===== src/rtl/rtc_bus_arbiter_if.sv =====
// Request/grant and engine-side signal bundle for the RTC bus arbiter.
// The slave modport is the arbiter's view. The master modport is the requester/engine side.
interface rtc_bus_arbiter_if;

  logic [2:0]  REQ;
  logic [2:0]  WR;
  logic [20:0] ADDR;
  logic [23:0] WDATA;
  logic [2:0]  GNT;
  logic [2:0]  DONE_OUT;
  logic [7:0]  RDATA;
  logic        ERR;
  logic        BUS_START;
  logic        BUS_WR;
  logic [6:0]  BUS_ADDR;
  logic [7:0]  BUS_WDATA;
  logic        BUS_DONE;
  logic [7:0]  BUS_RDATA;

  modport slave (
    input  REQ,
    input  WR,
    input  ADDR,
    input  WDATA,
    input  BUS_DONE,
    input  BUS_RDATA,
    output GNT,
    output DONE_OUT,
    output RDATA,
    output ERR,
    output BUS_START,
    output BUS_WR,
    output BUS_ADDR,
    output BUS_WDATA
  );

  modport master (
    output REQ,
    output WR,
    output ADDR,
    output WDATA,
    output BUS_DONE,
    output BUS_RDATA,
    input  GNT,
    input  DONE_OUT,
    input  RDATA,
    input  ERR,
    input  BUS_START,
    input  BUS_WR,
    input  BUS_ADDR,
    input  BUS_WDATA
  );

endinterface


===== src/rtl/rtc_bus_arbiter.sv =====
// Arbitrates three requesters onto the single RTC transaction engine.
// Requester 0 has fixed priority, and requesters 1/2 share a round-robin slot. Every output is a register.
module rtc_bus_arbiter #(
  parameter logic [7:0] TIMEOUT = 8'd200
) (
  input  logic                 CLK,
  input  logic                 RST,
  rtc_bus_arbiter_if.slave     bus
);

  typedef enum logic [1:0] {
    IDLE    = 2'd0,
    ISSUE   = 2'd1,
    WAIT    = 2'd2,
    RELEASE = 2'd3
  } state_t;

  state_t      state_r;
  state_t      state_s;
  logic [2:0]  gnt_r;
  logic [2:0]  gnt_s;
  logic        last_r;
  logic        last_s;
  logic [7:0]  timer_r;
  logic [7:0]  timer_s;
  logic [7:0]  rdata_r;
  logic [7:0]  rdata_s;
  logic        err_r;
  logic        err_s;
  logic        bus_start_r;
  logic        bus_start_s;
  logic [2:0]  done_r;
  logic [2:0]  done_s;
  logic        bus_wr_r;
  logic        bus_wr_s;
  logic [6:0]  bus_addr_r;
  logic [6:0]  bus_addr_s;
  logic [7:0]  bus_wdata_r;
  logic [7:0]  bus_wdata_s;
  logic [1:0]  win_s;

  // Requester 0 always wins; a 1/2 tie goes to whoever was not served last.
  function automatic logic [1:0] pick_winner(input logic [2:0] req, input logic last);
    logic [1:0] w;
    if (req[0]) begin
      w = 2'd0;
    end else if (req[1] && req[2]) begin
      if (last) begin
        w = 2'd2;
      end else begin
        w = 2'd1;
      end
    end else if (req[1]) begin
      w = 2'd1;
    end else begin
      w = 2'd2;
    end
    return w;
  endfunction

  function automatic logic [2:0] onehot3(input logic [1:0] idx);
    logic [2:0] oh;
    case (idx)
      2'd0:    oh = 3'b001;
      2'd1:    oh = 3'b010;
      2'd2:    oh = 3'b100;
      default: oh = 3'b000;
    endcase
    return oh;
  endfunction

  // State and output register bank.
  always_ff @(posedge CLK or negedge RST) begin
    if (!RST) begin
      state_r     <= IDLE;
      gnt_r       <= 3'b000;
      last_r      <= 1'b0;
      timer_r     <= 8'd0;
      rdata_r     <= 8'h00;
      err_r       <= 1'b0;
      bus_start_r <= 1'b0;
      done_r      <= 3'b000;
      bus_wr_r    <= 1'b0;
      bus_addr_r  <= 7'h00;
      bus_wdata_r <= 8'h00;
    end else begin
      state_r     <= state_s;
      gnt_r       <= gnt_s;
      last_r      <= last_s;
      timer_r     <= timer_s;
      rdata_r     <= rdata_s;
      err_r       <= err_s;
      bus_start_r <= bus_start_s;
      done_r      <= done_s;
      bus_wr_r    <= bus_wr_s;
      bus_addr_r  <= bus_addr_s;
      bus_wdata_r <= bus_wdata_s;
    end
  end

  // Next-state logic. The start, done and error pulses default low so that each lasts one cycle.
  always_comb begin
    state_s     = state_r;
    gnt_s       = gnt_r;
    last_s      = last_r;
    timer_s     = timer_r;
    rdata_s     = rdata_r;
    err_s       = 1'b0;
    bus_start_s = 1'b0;
    done_s      = 3'b000;
    bus_wr_s    = bus_wr_r;
    bus_addr_s  = bus_addr_r;
    bus_wdata_s = bus_wdata_r;
    win_s       = pick_winner(bus.REQ, last_r);

    case (state_r)
      IDLE: begin
        if (bus.REQ != 3'b000) begin
          gnt_s       = onehot3(win_s);
          bus_start_s = 1'b1;
          state_s     = ISSUE;
          case (win_s)
            2'd0: begin
              bus_wr_s    = bus.WR[0];
              bus_addr_s  = bus.ADDR[6:0];
              bus_wdata_s = bus.WDATA[7:0];
            end
            2'd1: begin
              bus_wr_s    = bus.WR[1];
              bus_addr_s  = bus.ADDR[13:7];
              bus_wdata_s = bus.WDATA[15:8];
            end
            2'd2: begin
              bus_wr_s    = bus.WR[2];
              bus_addr_s  = bus.ADDR[20:14];
              bus_wdata_s = bus.WDATA[23:16];
            end
            default: begin
              bus_wr_s    = bus_wr_r;
              bus_addr_s  = bus_addr_r;
              bus_wdata_s = bus_wdata_r;
            end
          endcase
        end else begin
          state_s = IDLE;
        end
      end
      ISSUE: begin
        timer_s = 8'd0;
        state_s = WAIT;
      end
      WAIT: begin
        timer_s = timer_r + 8'd1;
        if (bus.BUS_DONE) begin
          if (!bus_wr_r) begin
            rdata_s = bus.BUS_RDATA;
          end else begin
            rdata_s = rdata_r;
          end
          err_s   = 1'b0;
          done_s  = gnt_r;
          state_s = RELEASE;
        end else if (timer_r == (TIMEOUT - 8'd1)) begin
          // Timed out: report the error and leave RDATA untouched.
          err_s   = 1'b1;
          done_s  = gnt_r;
          state_s = RELEASE;
        end else begin
          state_s = WAIT;
        end
      end
      RELEASE: begin
        gnt_s   = 3'b000;
        state_s = IDLE;
        if (gnt_r[1]) begin
          last_s = 1'b1;
        end else if (gnt_r[2]) begin
          last_s = 1'b0;
        end else begin
          last_s = last_r;
        end
      end
      default: begin
        gnt_s   = 3'b000;
        state_s = IDLE;
      end
    endcase
  end

  assign bus.GNT       = gnt_r;
  assign bus.DONE_OUT  = done_r;
  assign bus.RDATA     = rdata_r;
  assign bus.ERR       = err_r;
  assign bus.BUS_START = bus_start_r;
  assign bus.BUS_WR    = bus_wr_r;
  assign bus.BUS_ADDR  = bus_addr_r;
  assign bus.BUS_WDATA = bus_wdata_r;

endmodule


===== src/flat_wrapper.sv =====
// flat-port wrapper written by rule: the top's interface ports become plain ports
module rtc_bus_arbiter_flat 
#(
  parameter logic [7:0] TIMEOUT = 8'd200
)
  (CLK, RST, bus_REQ, bus_WR, bus_ADDR, bus_WDATA, bus_BUS_DONE, bus_BUS_RDATA, bus_GNT, bus_DONE_OUT, bus_RDATA, bus_ERR, bus_BUS_START, bus_BUS_WR, bus_BUS_ADDR, bus_BUS_WDATA);
  rtc_bus_arbiter_if bus_i ();
  input  logic CLK;
  input  logic RST;
  input wire logic [$bits(bus_i.REQ)-1:0] bus_REQ;
  input wire logic [$bits(bus_i.WR)-1:0] bus_WR;
  input wire logic [$bits(bus_i.ADDR)-1:0] bus_ADDR;
  input wire logic [$bits(bus_i.WDATA)-1:0] bus_WDATA;
  input wire logic [$bits(bus_i.BUS_DONE)-1:0] bus_BUS_DONE;
  input wire logic [$bits(bus_i.BUS_RDATA)-1:0] bus_BUS_RDATA;
  output wire logic [$bits(bus_i.GNT)-1:0] bus_GNT;
  output wire logic [$bits(bus_i.DONE_OUT)-1:0] bus_DONE_OUT;
  output wire logic [$bits(bus_i.RDATA)-1:0] bus_RDATA;
  output wire logic [$bits(bus_i.ERR)-1:0] bus_ERR;
  output wire logic [$bits(bus_i.BUS_START)-1:0] bus_BUS_START;
  output wire logic [$bits(bus_i.BUS_WR)-1:0] bus_BUS_WR;
  output wire logic [$bits(bus_i.BUS_ADDR)-1:0] bus_BUS_ADDR;
  output wire logic [$bits(bus_i.BUS_WDATA)-1:0] bus_BUS_WDATA;
  assign bus_i.REQ = bus_REQ;
  assign bus_i.WR = bus_WR;
  assign bus_i.ADDR = bus_ADDR;
  assign bus_i.WDATA = bus_WDATA;
  assign bus_i.BUS_DONE = bus_BUS_DONE;
  assign bus_i.BUS_RDATA = bus_BUS_RDATA;
  assign bus_GNT = bus_i.GNT;
  assign bus_DONE_OUT = bus_i.DONE_OUT;
  assign bus_RDATA = bus_i.RDATA;
  assign bus_ERR = bus_i.ERR;
  assign bus_BUS_START = bus_i.BUS_START;
  assign bus_BUS_WR = bus_i.BUS_WR;
  assign bus_BUS_ADDR = bus_i.BUS_ADDR;
  assign bus_BUS_WDATA = bus_i.BUS_WDATA;
  rtc_bus_arbiter #(.TIMEOUT(TIMEOUT)) u_core (.CLK(CLK), .RST(RST), .bus(bus_i));
endmodule

===== config.mk =====
export PLATFORM = sky130hd
export DESIGN_NAME = rtc_bus_arbiter_flat
export DESIGN_NICKNAME = d
export VERILOG_FILES = /design/src/rtl/rtc_bus_arbiter_if.sv /design/src/rtl/rtc_bus_arbiter.sv /design/src/flat_wrapper.sv
export SDC_FILE = /design/constraint.sdc
export NUM_CORES = 1
export LEC_CHECK = 0
export CAP_MARGIN = 0
export CELL_PAD_IN_SITES_DETAIL_PLACEMENT = 0
export CELL_PAD_IN_SITES_GLOBAL_PLACEMENT = 1
export CORE_MARGIN = 10
export CORE_UTILIZATION = 50
export DETAILED_ROUTE_END_ITERATION = 16
export DONT_BUFFER_PORTS = 1
export GPL_TIMING_DRIVEN = 0
export PLACE_DENSITY = 0.8
export SKIP_LAST_GASP = 1
export SLEW_MARGIN = 30
export SYNTH_ARGS = -nofsm -noshare
export SYNTH_HDL_FRONTEND = slang
export SYNTH_SLANG_ARGS = --single-unit

===== constraint.sdc =====
create_clock -name CLK -period 4.8 [get_ports CLK]
set_clock_uncertainty 0.15 [all_clocks]
set_input_delay 0.48 -clock CLK [delete_from_list [all_inputs] [get_ports CLK]]
set_output_delay 0.48 -clock CLK [all_outputs]
set_load 0.02 [all_outputs]

# After elaboration in Yosys (flattened, before gate mapping)
# Index checks and enable logic that the tools add are counted.
[word_totals]
ff_bits = 43
[op_classes]
n_bitwise = 1
addsub = 1
n_eq_ne = 7
n_reduce_logical = 12
muxes = 25
[ops]
columns = ["cell", "n"]
rows = [
  ["8-bit case mux with 3 select lines", 1],
  ["7-bit case mux with 3 select lines", 1],
  ["8-bit case mux with 2 select lines", 1],
  ["3-bit 2-to-1 mux", 4],
  ["2-bit 2-to-1 mux", 5],
  ["1-bit 2-to-1 mux", 9],
  ["3-bit case mux with 3 select lines", 1],
  ["8-bit by 1-bit adder with 8-bit output, second input constant", 1],
  ["8-bit == test, second input constant", 1],
  ["2-bit case mux with 4 select lines", 1],
  ["2-bit == test, second input constant", 3],
  ["3-bit case mux with 2 select lines", 1],
  ["3-bit AND reduction", 2],
  ["2-bit nonzero test", 3],
  ["3-bit nonzero test", 2],
  ["2-bit by 1-bit == test with 1-bit output, second input constant", 2],
  ["2-bit zero test", 2],
  ["2-bit AND reduction", 2],
  ["1-bit case mux with 3 select lines", 1],
  ["2-bit by 1-bit != test with 1-bit output, second input constant", 1],
  ["1-bit logical AND", 1],
  ["1-bit NOT", 1],
]

# Longest topological paths before layout
# Gate-level depths: netlist (run 1).
[depth]
ltp_word = 7
mapped_depth = 9

# Worst setup path before layout (run 1)
# No wires, ideal clock.
[synth_path]
path_kind = "in2reg"
startpoint = "input bus_REQ[1]"
endpoint = "register u_core.bus_addr_r[3] (netlist: u_core.bus.BUS_ADDR[3])"
t_arrival_ns = 1.966
path_stages = 8
setup_time_ns = 0.125
setup_slack_ns = 2.559
n_path_buf = 2
cell_sequence = "a21boi_0 > or2_2 > inv_1 > ha_1 > or3b_1 > buf_6 > buf_12 > mux2_4"
[synth_between]
elab_chain_len = 6
[synth_rtl]
columns = ["element", "line", "source"]
rows = [
  ["start, declared", "flat_wrapper.sv:10", "input wire logic [$bits(bus_i.REQ)-1:0] bus_REQ;"],
  ["2-bit 2-to-1 mux or 1-bit logical AND (tied branches)", "rtc_bus_arbiter.sv:53, rtc_bus_arbiter.sv:47", ""],
  ["2-bit 2-to-1 mux", "rtc_bus_arbiter.sv:47", "end else if (req[1] && req[2]) begin"],
  ["2-bit 2-to-1 mux", "rtc_bus_arbiter.sv:45", "if (req[0]) begin"],
  ["2-bit by 1-bit == test with 1-bit output, or another cell as far along", "rtc_bus_arbiter.sv:122", "case (win_s)"],
  ["3-bit nonzero test (no source line)", "--", ""],
  ["3-bit AND reduction (no source line)", "--", ""],
  ["end signal, assigned", "rtc_bus_arbiter.sv:96", "bus_addr_r <= bus_addr_s;"],
  ["end, declared", "rtc_bus_arbiter.sv:36", "logic [6:0] bus_addr_r;"],
]
# Parallel ways exist; a longest one is shown, timed or not.
# A chain may end at the register's enable or synchronous reset.

# Final worst setup path (run 1)
[layout_path]
startpoint = "register u_core.last_r"
endpoint = "register u_core.bus_wdata_r[7] (netlist: u_core.bus.BUS_WDATA[7])"
[layout_between]
elab_chain_len = 6
[layout_rtl]
columns = ["element", "line", "source"]
rows = [
  ["start, declared", "rtc_bus_arbiter.sv:22", "logic last_r;"],
  ["start signal, assigned", "rtc_bus_arbiter.sv:89", "last_r <= last_s;"],
  ["2-bit 2-to-1 mux (*)", "rtc_bus_arbiter.sv:48", "if (last) begin"],
  ["2-bit 2-to-1 mux (*)", "rtc_bus_arbiter.sv:47", ""],
  ["2-bit 2-to-1 mux (*)", "rtc_bus_arbiter.sv:45", ""],
  ["2-bit by 1-bit == test with 1-bit output, or another cell as far along", "rtc_bus_arbiter.sv:122", ""],
  ["3-bit nonzero test (no source line)", "--", ""],
  ["3-bit AND reduction (no source line)", "--", ""],
  ["end signal, assigned", "rtc_bus_arbiter.sv:97", "bus_wdata_r <= bus_wdata_s;"],
  ["end, declared", "rtc_bus_arbiter.sv:38", "logic [7:0] bus_wdata_r;"],
]
# Every way passes the cells marked *; elsewhere a longest branch is shown, timed or not.

==> impl_metrics.py, run 1 <==
metrics = {
    "die": {
        "dieArea_mm2": 0.007566,
        "die_h_um": 86.99,
        "core_area_mm2": 0.004354,
        "fp.dieW_um": 86.99,
        "io_pins": 94,
        "initial_utilization_pct": 51.52,
        "rows": 24,
    },
    "sta": {
        "period_minus_slack_ns": 2.472,
        "finalSetupViolCount": 0,
        "rsz0062_at_grt": "no",
        "final.period_utilization_pct": 51.50,
        "final_max_slew_viol_count": 0,
        "fmax_mhz": 404.5,
        "max_slew.worst_pin.slew_ns": 0.4927,
        "relSlewSlack_pct": 67.16,
        "hold_viol": 0,
        "fin_setup_tns_ns": 0,
    },
    "global_route": {
        "use_met1_pct": 16.31,
        "grt_pass1_vias": 1723,
        "grt-busiest-layer": "met2",
        "grtUsageTotal_pct": 13.93,
        "met3_usage_pct": 5.524,
        "antenna_found_initial": 0,
        "grt_pass1_wl_um": 8645,
        "grt_use_met2_pct": 22.92,
        "overflow": 0,
        "grt_start_max_net_pins": 44,
    },
    "clock_network": {
        "cts.sinks": 43,
        "h-tree-depth": 2,
        "cts_buffer_depth": 2,
        "clkLatencyLatePin_ns": 0.29,
        "cts_tree": "yes",
        "cts.clk_slew.worst_paths_ns": 0.08,
        "cts_buffers": 5,
        "cts_root_buf": "clkbuf_8",
    },
    "pwr": {
        "p_leak_nw": 1.081,
        "power_density_mw_per_mm2": 654.2,
        "irDropWorstVdd_v": 0.0003058,
        "fin_total_pwr_mw": 1.619,
    },
    "routing": {
        "wl_per_cell_um": 20.09,
        "vias_per_cell": 5.940,
        "drc": 0,
        "drtIter0Drc": 66,
        "first_pass_iters": 4,
        "drt_wl_total_um": 5363,
        "ant_nets": 0,
        "vias": 1586,
    },
    "logic_synthesis": {
        "synthMuxAreaShare_pct": 14.17,
        "yosys_warnings": 0,
        "synth_compound_area_share_pct": 14.50,
        "syn_avg_cell_area_um2": 10.94,
        "syn-num-nets": 276,
        "synth_cells": 205,
        "synthAdderAreaFrac_pct": 5.020,
        "synth_top_family_by_area": "compound AO/OA/AOI/OAI gates",
        "synth-xor-area-share_pct": 0.3904,
        "ys_ff_latch": 43,
        "seq_area_frac_synth_pct": 47.96,
        "yosys.area_share.simple_pct": 13.11,
        "yosysUniqueCellTypes": 39,
        "synth_area_mm2": 0.002243,
    },
    "cells_and_area": {
        "areaGrowthSynthToFinish_pct": 10.32,
        "final_core_util_pct": 56.84,
        "drive_gt1_share_pct": 19.53,
        "final_cells": 267,
        "n_fill_cell": 383,
        "n_antenna_cell": 0,
        "nets": 285,
    },
    "critical_path": {
        "worst_setup_path_end_kind": "flip-flop",
        "cp_max_fo": 10,
        "critical_path_arrival_ns": 2.55,
        "cp_data_required_time_ns": 4.88,
        "critPathKind": "flip-flop to flip-flop",
        "crit_path_start_kind": "flip-flop",
    },
    "min_path": {
        "hold_class": "input pin to flip-flop",
    },
    "placement": {
        "dpl.cell_count": 257,
        "port_buffers": 0,
        "routabilityCongestion": 0.7605,
        "hpwl_um": 4195,
    },
    "run": {
        "max_cap_viol_count": 0,
    },
    "run_status": {
        "outcome": "finished clean",
    },
}
-- cell usage in the layout, fill, tap and decap left out, drive strengths merged, types with 2 or more instances in the layout --
| master | n |
|---|---|
| clkbuf | 15 |
| bufinv | 2 |
| nand4 | 2 |
| a22oi | 16 |
| nor2b | 2 |
| nor3 | 4 |
| nand2 | 9 |
| o211ai | 3 |
| inv | 8 |
| nor2 | 18 |
| nand2b | 2 |
| mux2 | 24 |
| nor3b | 2 |
| buf | 5 |
| or4 | 2 |
| a311o | 2 |
| o21ai | 4 |
| dfrtp | 43 |
| or2 | 2 |
| a21oi | 18 |
| and2 | 3 |
| nand3 | 6 |
| ha | 9 |
-- routing by layer --
layer	vias up	share of wire [%]	wire length, um
met3	3	8.7	466
li1	752	-	-
met1	773	41	2212
met4	0	0.30	16
met2	58	50	2668
met5	-	0	0
-- kinds of logic after synthesis --
family | after synthesis
fa+ha+maj | 9
mux | 25
xor+xnor | 1
compound gates | 49
flops | 43
simple gates | 56
buf+inv | 22
-- final timing paths --
check,from,end,slack [ns],cells after the start
min in group asynchronous,RST,u_core.bus.RDATA[5]$_DFFE_PN0P_,0.50,2
max reg2reg,u_core.last_r$_DFFE_PN0P_,u_core.bus.BUS_WDATA[7]$_DFFE_PN0P_,2.33,9
max in group asynchronous,RST,u_core.last_r$_DFFE_PN0P_,3.79,2
min,bus_BUS_DONE,u_core.bus.ERR$_DFF_PN0_,0.1,1
min reg2reg,u_core.timer_r[0]$_DFFE_PN0P_,u_core.timer_r[0]$_DFFE_PN0P_,0.35,1
max,u_core.last_r$_DFFE_PN0P_,u_core.bus.BUS_WDATA[7]$_DFFE_PN0P_,2.33,9
-- cells in the mapped netlist (all sizes together) --
cell type,count,area (um^2)
nor3b,2,15.01
o221ai,1,8.760
a311o,2,20.02
o21ai,4,23.77
clkbuf,10,37.54
or4,2,15.01
o31ai,1,7.510
nand4,2,12.51
o21a,1,7.510
nand3b,1,7.510
a21boi,1,7.510
xor2,1,8.760
a22o,1,8.760
buf,4,41.29
inv,8,30.03
or2,2,12.51
ha,9,112.6
mux2,24,307.8
nand2,9,33.78
a22oi,16,120.1
nor2,18,67.56
or4b,1,10.01
nand2b,2,12.51
nor3,4,31.28
nor2b,2,12.51
and2,3,18.77
nand3,6,30.03
a21oi,18,90.09
or3,1,6.260
o2bb2ai,1,8.760
dfrtp,43,1076
or3b,1,8.760
o211ai,3,22.52
mux2i,1,10.01
-- repair_timing --
action                    4_1_cts  5_1_grt
hold endpoints to repair       43        0
buffers inserted                0        0
hold buffers                    2        0
resized for setup               0        0
-- metrics by stage --
step / area, um^2 / hold slack (ns) / worst slack, ns
final: 2475 / 0.09955 / 2.328
after global routing: 2475 / 0.08598 / 2.054
after CTS: 2475 / 0.09225 / 2.312
after detailed placement: 2308 / 0.03577 / 2.229
after global placement: 2308 / 0.03579 / 2.318
after floorplan: 2243 / 0.03441 / 2.559
-- power breakdown --
| part | internal, mW | switching [mW] | leakage [nW] | total (mW) |
|---|---|---|---|---|
| sequential | 0.505 | 0.266 | 0.540 | 0.771 |
| clock | 0.208 | 0.127 | 0.0644 | 0.334 |
| combinational | 0.276 | 0.238 | 0.476 | 0.514 |
| total | 0.988 | 0.631 | 1.08 | 1.62 |
-- flip-flops by register name, summed over array words and instances, names as in the netlist --
| signal | flops |
|---|---|
| u_core.bus.BUS_WDATA | 8 |
| u_core.bus.RDATA | 8 |
| u_core.timer_r | 8 |
| u_core.bus.BUS_ADDR | 7 |
| u_core.bus.DONE_OUT | 3 |
| u_core.bus.GNT | 3 |
| u_core.state_r | 2 |
| u_core.bus.BUS_START | 1 |
| u_core.bus.BUS_WR | 1 |
| u_core.bus.ERR | 1 |
| u_core.last_r | 1 |
-- critical path, cell delays in order, from the launching register on --
cell	delay, ns
dfrtp_1	0.38
a21boi_0	0.24
nand2b_1	0.14
inv_1	0.10
ha_1	0.14
clkbuf_1	0.32
clkbuf_1	0.43
a22oi_1	0.16
a21oi_1	0.19
mux2_4	0.16
-- final cells by class --
| cell class | count | area [um^2] | area share [%] |
|---|---|---|---|
| flip-flops and latches | 43 | 1076 | 43.48 |
| multi-input cells | 140 | 1059 | 42.77 |
| plain buffers | 14 | 78.83 | 3.185 |
| clock buffers | 5 | 68.82 | 2.781 |
| clock inverters | 3 | 67.56 | 2.730 |
| well taps | 52 | 65.06 | 2.629 |
| repair buffers | 2 | 30.03 | 1.213 |
| inverters | 8 | 30.03 | 1.213 |
Power figures use the tool's default switching activity.
==> inputs of run 2 (changes only) <==
--- a/config.mk
+++ b/config.mk
@@ -9,11 +9,11 @@
 export CELL_PAD_IN_SITES_DETAIL_PLACEMENT = 0
 export CELL_PAD_IN_SITES_GLOBAL_PLACEMENT = 1
 export CORE_MARGIN = 10
-export CORE_UTILIZATION = 50
+export CORE_UTILIZATION = 42
 export DETAILED_ROUTE_END_ITERATION = 16
 export DONT_BUFFER_PORTS = 1
 export GPL_TIMING_DRIVEN = 0
-export PLACE_DENSITY = 0.8
+export PLACE_DENSITY = 0.71
 export SKIP_LAST_GASP = 1
 export SLEW_MARGIN = 30
 export SYNTH_ARGS = -nofsm -noshare
==> constraint.sdc (replaced) <==
create_clock -name CLK -period 2.2 [get_ports CLK]
set_clock_uncertainty 0.15 [all_clocks]
set_input_delay 0.22 -clock CLK [delete_from_list [all_inputs] [get_ports CLK]]
set_output_delay 0.22 -clock CLK [all_outputs]
set_load 0.02 [all_outputs]
==> run 2 against run 1 <==
  * Final area is 5.6% higher
  * Power is 120% higher
  * Die area is 15% higher
  * Maximum frequency is 17% higher
  * Utilization is 6.0 points lower
  * Count of clock-buffer cells in the layout stayed put
  * Critical path type unchanged
  * Sequential power is 120% higher
==> impl_metrics.py, run 2 (synthesized netlist as in run 1, its figures left out) <==
metrics = {
    "run_status": {
        "outcome": "finished clean",
    },
    "die": {
        "dieArea_mm2": 0.008665,
        "fp.dieW_um": 93.09,
        "io_pins": 94,
        "initial_utilization_pct": 43.65,
        "die_h_um": 93.09,
        "rows": 26,
        "core_area_mm2": 0.005140,
    },
    "pwr": {
        "power_density_mw_per_mm2": 1337,
        "irDropWorstVdd_v": 0.0006163,
        "fin_total_pwr_mw": 3.493,
        "p_leak_nw": 1.146,
    },
    "global_route": {
        "antenna_found_initial": 0,
        "grt_pass1_vias": 1920,
        "grt_pass1_wl_um": 9687,
        "grt_start_max_net_pins": 44,
        "overflow": 0,
        "grtUsageTotal_pct": 13.82,
    },
    "cells_and_area": {
        "areaGrowthSynthToFinish_pct": 16.45,
        "final_cell_mix": "dfrtp_1 (43), nor2_1 (18), a21oi_1 (18), a22oi_1 (16), mux2_2 (14)",
        "n_fill_cell": 479,
        "nets": 295,
        "final_cells": 295,
        "n_antenna_cell": 0,
        "final_common_cell": "dfrtp_1",
        "drive_gt1_share_pct": 23.56,
        "final_core_util_pct": 50.83,
        "seqCellArea_mm2": 0.001076,
        "multi_input_area_mm2": 0.001072,
    },
    "critical_path": {
        "cp_data_required_time_ns": 2.23,
        "crit_path_start_kind": "flip-flop",
        "worst_setup_path_end_kind": "flip-flop",
        "critPathKind": "flip-flop to flip-flop",
        "cp_max_fo": 10,
        "critical_path_arrival_ns": 2.14,
    },
    "sta": {
        "relSlewSlack_pct": 75.29,
        "max_slew.worst_pin.slew_ns": 0.3706,
        "final.period_utilization_pct": 95.87,
        "rsz0062_at_grt": "no",
        "hold_viol": 0,
        "holdWs_ns": 0.01911,
        "period_minus_slack_ns": 2.109,
        "fin_setup_tns_ns": 0,
        "final_max_slew_viol_count": 0,
        "fmax_mhz": 474.1,
        "finalSetupViolCount": 0,
    },
    "routing": {
        "drt_wl_total_um": 5864,
        "vias_per_cell": 5.546,
        "vias": 1636,
        "wl_per_cell_um": 19.88,
        "drc": 0,
        "first_pass_iters": 4,
        "drtIter0Drc": 97,
        "ant_nets": 0,
    },
    "clock_network": {
        "h-tree-depth": 2,
        "cts_buffers": 5,
        "clkLatencyLatePin_ns": 0.29,
        "cts_root_buf": "clkbuf_8",
        "cts_tree": "yes",
        "cts.clk_slew.worst_paths_ns": 0.08,
        "cts.sinks": 43,
        "cts_buffer_depth": 2,
    },
    "placement": {
        "routabilityCongestion": 0.7896,
        "port_buffers": 0,
        "hpwl_um": 4439,
        "dpl.cell_count": 275,
    },
    "run": {
        "max_cap_viol_count": 0,
    },
    "min_path": {
        "hold_class": "input pin to flip-flop",
    },
}
run 2: area by class of cell:
type / count / area share (%)
sequential: 43 / 41.19
tap: 70 / 3.352
inverter: 8 / 1.149
clock inverter: 3 / 1.676
clock buffer: 5 / 2.634
buffer: 10 / 2.730
timing repair buffer: 16 / 6.226
multi-input combinational: 140 / 41.04
run 2: critical path: stages (launching register included):
cell      delay [ns]
dfrtp_1         0.39
a21boi_2        0.19
or2_4           0.16
inv_1           0.05
ha_1            0.17
or3b_4          0.41
buf_12          0.17
mux2_4          0.30
run 2: through the flow:
stage / setup WS (ns) / instance area, um^2
floorplan: 0.08184 / 2243
finish: 0.09077 / 2613
global placement: -0.2377 / 2331
CTS: 0.00009237 / 2621
global route: 0.0006037 / 2613
detailed placement: -0.3691 / 2331
run 2: per-layer routing:
| layer | global-route usage, % | vias to the layer above | routed length, um | share of wire, % |
|---|---|---|---|---|
| met5 | 0 | - | 0 | 0 |
| met4 | 4.756 | 0 | 45 | 0.77 |
| met3 | 4.876 | 5 | 391 | 6.7 |
| met2 | 25.06 | 51 | 3244 | 55 |
| met1 | 14.44 | 812 | 2182 | 37 |
| li1 | - | 768 | - | - |
run 2: final timing paths:
kind | startpoint | endpoint | slack (ns) | cells past startpoint
max | u_core.last_r$_DFFE_PN0P_ | u_core.bus.BUS_WDATA[3]$_DFFE_PN0P_ | 0.09 | 7
min | bus_REQ[1] | u_core.state_r[0]$_DFF_PN0_ | 0.02 | 3
max reg2reg | u_core.last_r$_DFFE_PN0P_ | u_core.bus.BUS_WDATA[3]$_DFFE_PN0P_ | 0.09 | 7
min reg2reg | u_core.timer_r[0]$_DFFE_PN0P_ | u_core.timer_r[0]$_DFFE_PN0P_ | 0.37 | 1
max in group asynchronous | RST | u_core.timer_r[0]$_DFFE_PN0P_ | 1.44 | 2
min in group asynchronous | RST | u_core.bus.GNT[1]$_DFFE_PN0P_ | 0.24 | 2
run 2: report_power, final:
part           internal [mW]  total (mW)  leakage, nW  switching (mW)
sequential              1.10        1.69        0.540           0.590
combinational          0.649        1.19        0.548           0.541
clock                  0.338       0.612       0.0581           0.274
total                   2.09        3.49         1.15            1.40
run 2: what timing repair did:
action	CTS	global route
pin swaps	3	2
hold endpoints to repair	53	0
gates resized for setup	8	8
endpoints found under the setup margin	18	18
setup buffers	3	0
hold buffers	13	0
==> inputs of run 3 (changes only) <==
--- a/config.mk
+++ b/config.mk
@@ -13,7 +13,7 @@
 export DETAILED_ROUTE_END_ITERATION = 16
 export DONT_BUFFER_PORTS = 1
 export GPL_TIMING_DRIVEN = 0
-export PLACE_DENSITY = 0.71
+export PLACE_DENSITY_LB_ADDON = 0.1
 export SKIP_LAST_GASP = 1
 export SLEW_MARGIN = 30
 export SYNTH_ARGS = -nofsm -noshare
==> run 3 against run 2 <==
  * Highest routed layer unchanged
  * Die area unchanged
  * Utilization up 0.54 points
  * Critical endpoint is now u_core.bus.BUS_WDATA[5]$_DFFE_PN0P_
  * Largest power group unchanged
  * Setup slack worse by 0.011 ns
  * Sequential power about the same
  * Critical path depth up 1
  * Maximum frequency down 0.54%
  * Clock power up 3.6%
  * Non-clock buffer count up 2
  * Sequential share of layout area down 0.43 points
  * Power up 0.36%
==> impl_metrics.py, run 3 (synthesized netlist as in run 1, its figures left out) <==
metrics = {
    "clock_network": {
        "cts.clk_slew.worst_paths_ns": 0.08,
        "cts_buffer_depth": 2,
        "cts_tree": "yes",
        "cts_buffers": 5,
        "cts.sinks": 43,
        "h-tree-depth": 2,
        "cts_root_buf": "clkbuf_8",
        "clkLatencyLatePin_ns": 0.29,
    },
    "cells_and_area": {
        "fin_area_mm2": 0.002640,
        "areaGrowthSynthToFinish_pct": 17.68,
        "seqCellArea_mm2": 0.001076,
        "final_core_util_pct": 51.36,
        "drive_gt1_share_pct": 24.23,
        "n_antenna_cell": 0,
        "n_fill_cell": 483,
        "nets": 297,
        "final_cell_mix": "dfrtp_1 (43), nor2_1 (18), a21oi_1 (18), a22oi_1 (16), mux2_2 (14)",
        "multi_input_area_mm2": 0.001072,
        "final_common_cell": "dfrtp_1",
    },
    "run": {
        "max_cap_viol_count": 0,
    },
    "sta": {
        "max_slew.worst_pin.slew_ns": 0.3884,
        "finalSetupViolCount": 0,
        "hold_viol": 0,
        "holdWs_ns": 0.01791,
        "final.period_utilization_pct": 96.39,
        "final_max_slew_viol_count": 0,
        "rsz0062_at_grt": "yes",
        "period_minus_slack_ns": 2.121,
        "fmax_mhz": 471.6,
        "relSlewSlack_pct": 74.11,
    },
    "routing": {
        "vias": 1611,
        "vias_per_cell": 5.424,
        "wl_met3_um": 534,
        "route.met2.wl_um": 2722,
        "wl_met1_um": 2228,
        "first_pass_iters": 3,
        "routed.top_layer": "met4",
        "drt_wl_total_um": 5540,
        "wl_per_cell_um": 18.65,
        "ant_nets": 0,
        "drc": 0,
        "drtIter0Drc": 45,
    },
    "die": {
        "dieArea_mm2": 0.008665,
        "die_h_um": 93.09,
        "fp.dieW_um": 93.09,
        "initial_utilization_pct": 43.65,
        "rows": 26,
        "io_pins": 94,
        "core_area_mm2": 0.005140,
    },
    "pwr": {
        "irDropWorstVdd_v": 0.0005335,
        "p_leak_nw": 1.157,
        "power_density_mw_per_mm2": 1328,
    },
    "critical_path": {
        "cp_data_required_time_ns": 2.23,
        "crit_path_start_kind": "flip-flop",
        "critical_path_arrival_ns": 2.15,
        "cp_max_fo": 10,
        "worst_setup_path_end_kind": "flip-flop",
        "critPathKind": "flip-flop to flip-flop",
    },
    "placement": {
        "port_buffers": 0,
        "hpwl_um": 4269,
        "place_area_mm2": 0.002331,
        "routabilityCongestion": 0.7022,
    },
    "global_route": {
        "grtUsageTotal_pct": 12.56,
        "grt_pass1_wl_um": 8907,
        "grt_pass1_vias": 1754,
        "overflow": 0,
        "grt_start_max_net_pins": 44,
        "antenna_found_initial": 0,
    },
    "min_path": {
        "hold_class": "input pin to flip-flop",
    },
    "run_status": {
        "outcome": "finished clean",
    },
}
==> run 3: path summary, 6_finish.rpt <==
path	from	to	slack (ns)	cells past startpoint
setup / recovery	u_core.last_r$_DFFE_PN0P_	u_core.bus.BUS_WDATA[5]$_DFFE_PN0P_	0.08	8
hold / removal	bus_REQ[0]	u_core.bus.GNT[2]$_DFFE_PN0P_	0.02	3
setup reg to reg	u_core.last_r$_DFFE_PN0P_	u_core.bus.BUS_WDATA[5]$_DFFE_PN0P_	0.08	8
hold reg to reg	u_core.timer_r[0]$_DFFE_PN0P_	u_core.timer_r[0]$_DFFE_PN0P_	0.38	1
max in group asynchronous	RST	u_core.timer_r[1]$_DFFE_PN0P_	1.41	2
min in group asynchronous	RST	u_core.bus.BUS_WDATA[7]$_DFFE_PN0P_	0.29	2
==> run 3: area by class of cell <==
class | count | share of cell area (%)
inverter | 8 | 1.137
sequential | 43 | 40.76
clock buffer | 6 | 3.128
buffer | 12 | 3.270
clock inverter | 2 | 1.327
timing repair buffer | 16 | 6.445
tap | 70 | 3.318
multi-input combinational | 140 | 40.62
==> run 3: through the flow <==
stage                     setup TNS [ns]  total power [mW]  cells  setup WS (ns)
after global routing           -0.003485             3.750    297      -0.003485
after global placement            -3.012             2.768    275        -0.2855
final                                  0             3.506    297        0.07941
after detailed placement          -4.382             2.813    275        -0.3666
after floorplan                        0             2.548    205        0.08184
after CTS                              0             3.535    297       0.004948
==> run 3: worst max-delay path: stages, from the launching register on <==
cell and delay (ns):
dfrtp_1 0.39, a21boi_2 0.17, or2_4 0.16, inv_2 0.04, ha_2 0.15, or3b_4 0.37
buf_6 0.13, buf_12 0.14, mux2_4 0.30
==> run 3: timing repair <==
item / CTS / global route
setup buffers: 2 / 1
endpoints found under the hold margin: 53 / 0
gates resized for setup: 7 / 10
setup endpoints to repair: 18 / 16
pin swaps: 3 / 0
hold buffers: 13 / 0
==> run 3: power breakdown <==
group | internal [mW] | leakage, nW | switching, mW
logic | 0.663 | 0.556 | 0.524
registers | 1.10 | 0.540 | 0.583
clock network | 0.367 | 0.0612 | 0.267
total | 2.13 | 1.16 | 1.37
==> run 3: metal layers <==
metal,global-route usage [%],up-vias
met3,6.235,6
li1,-,780
met2,21.20,59
met1,14.11,766
met5,0,-
met4,2.314,0
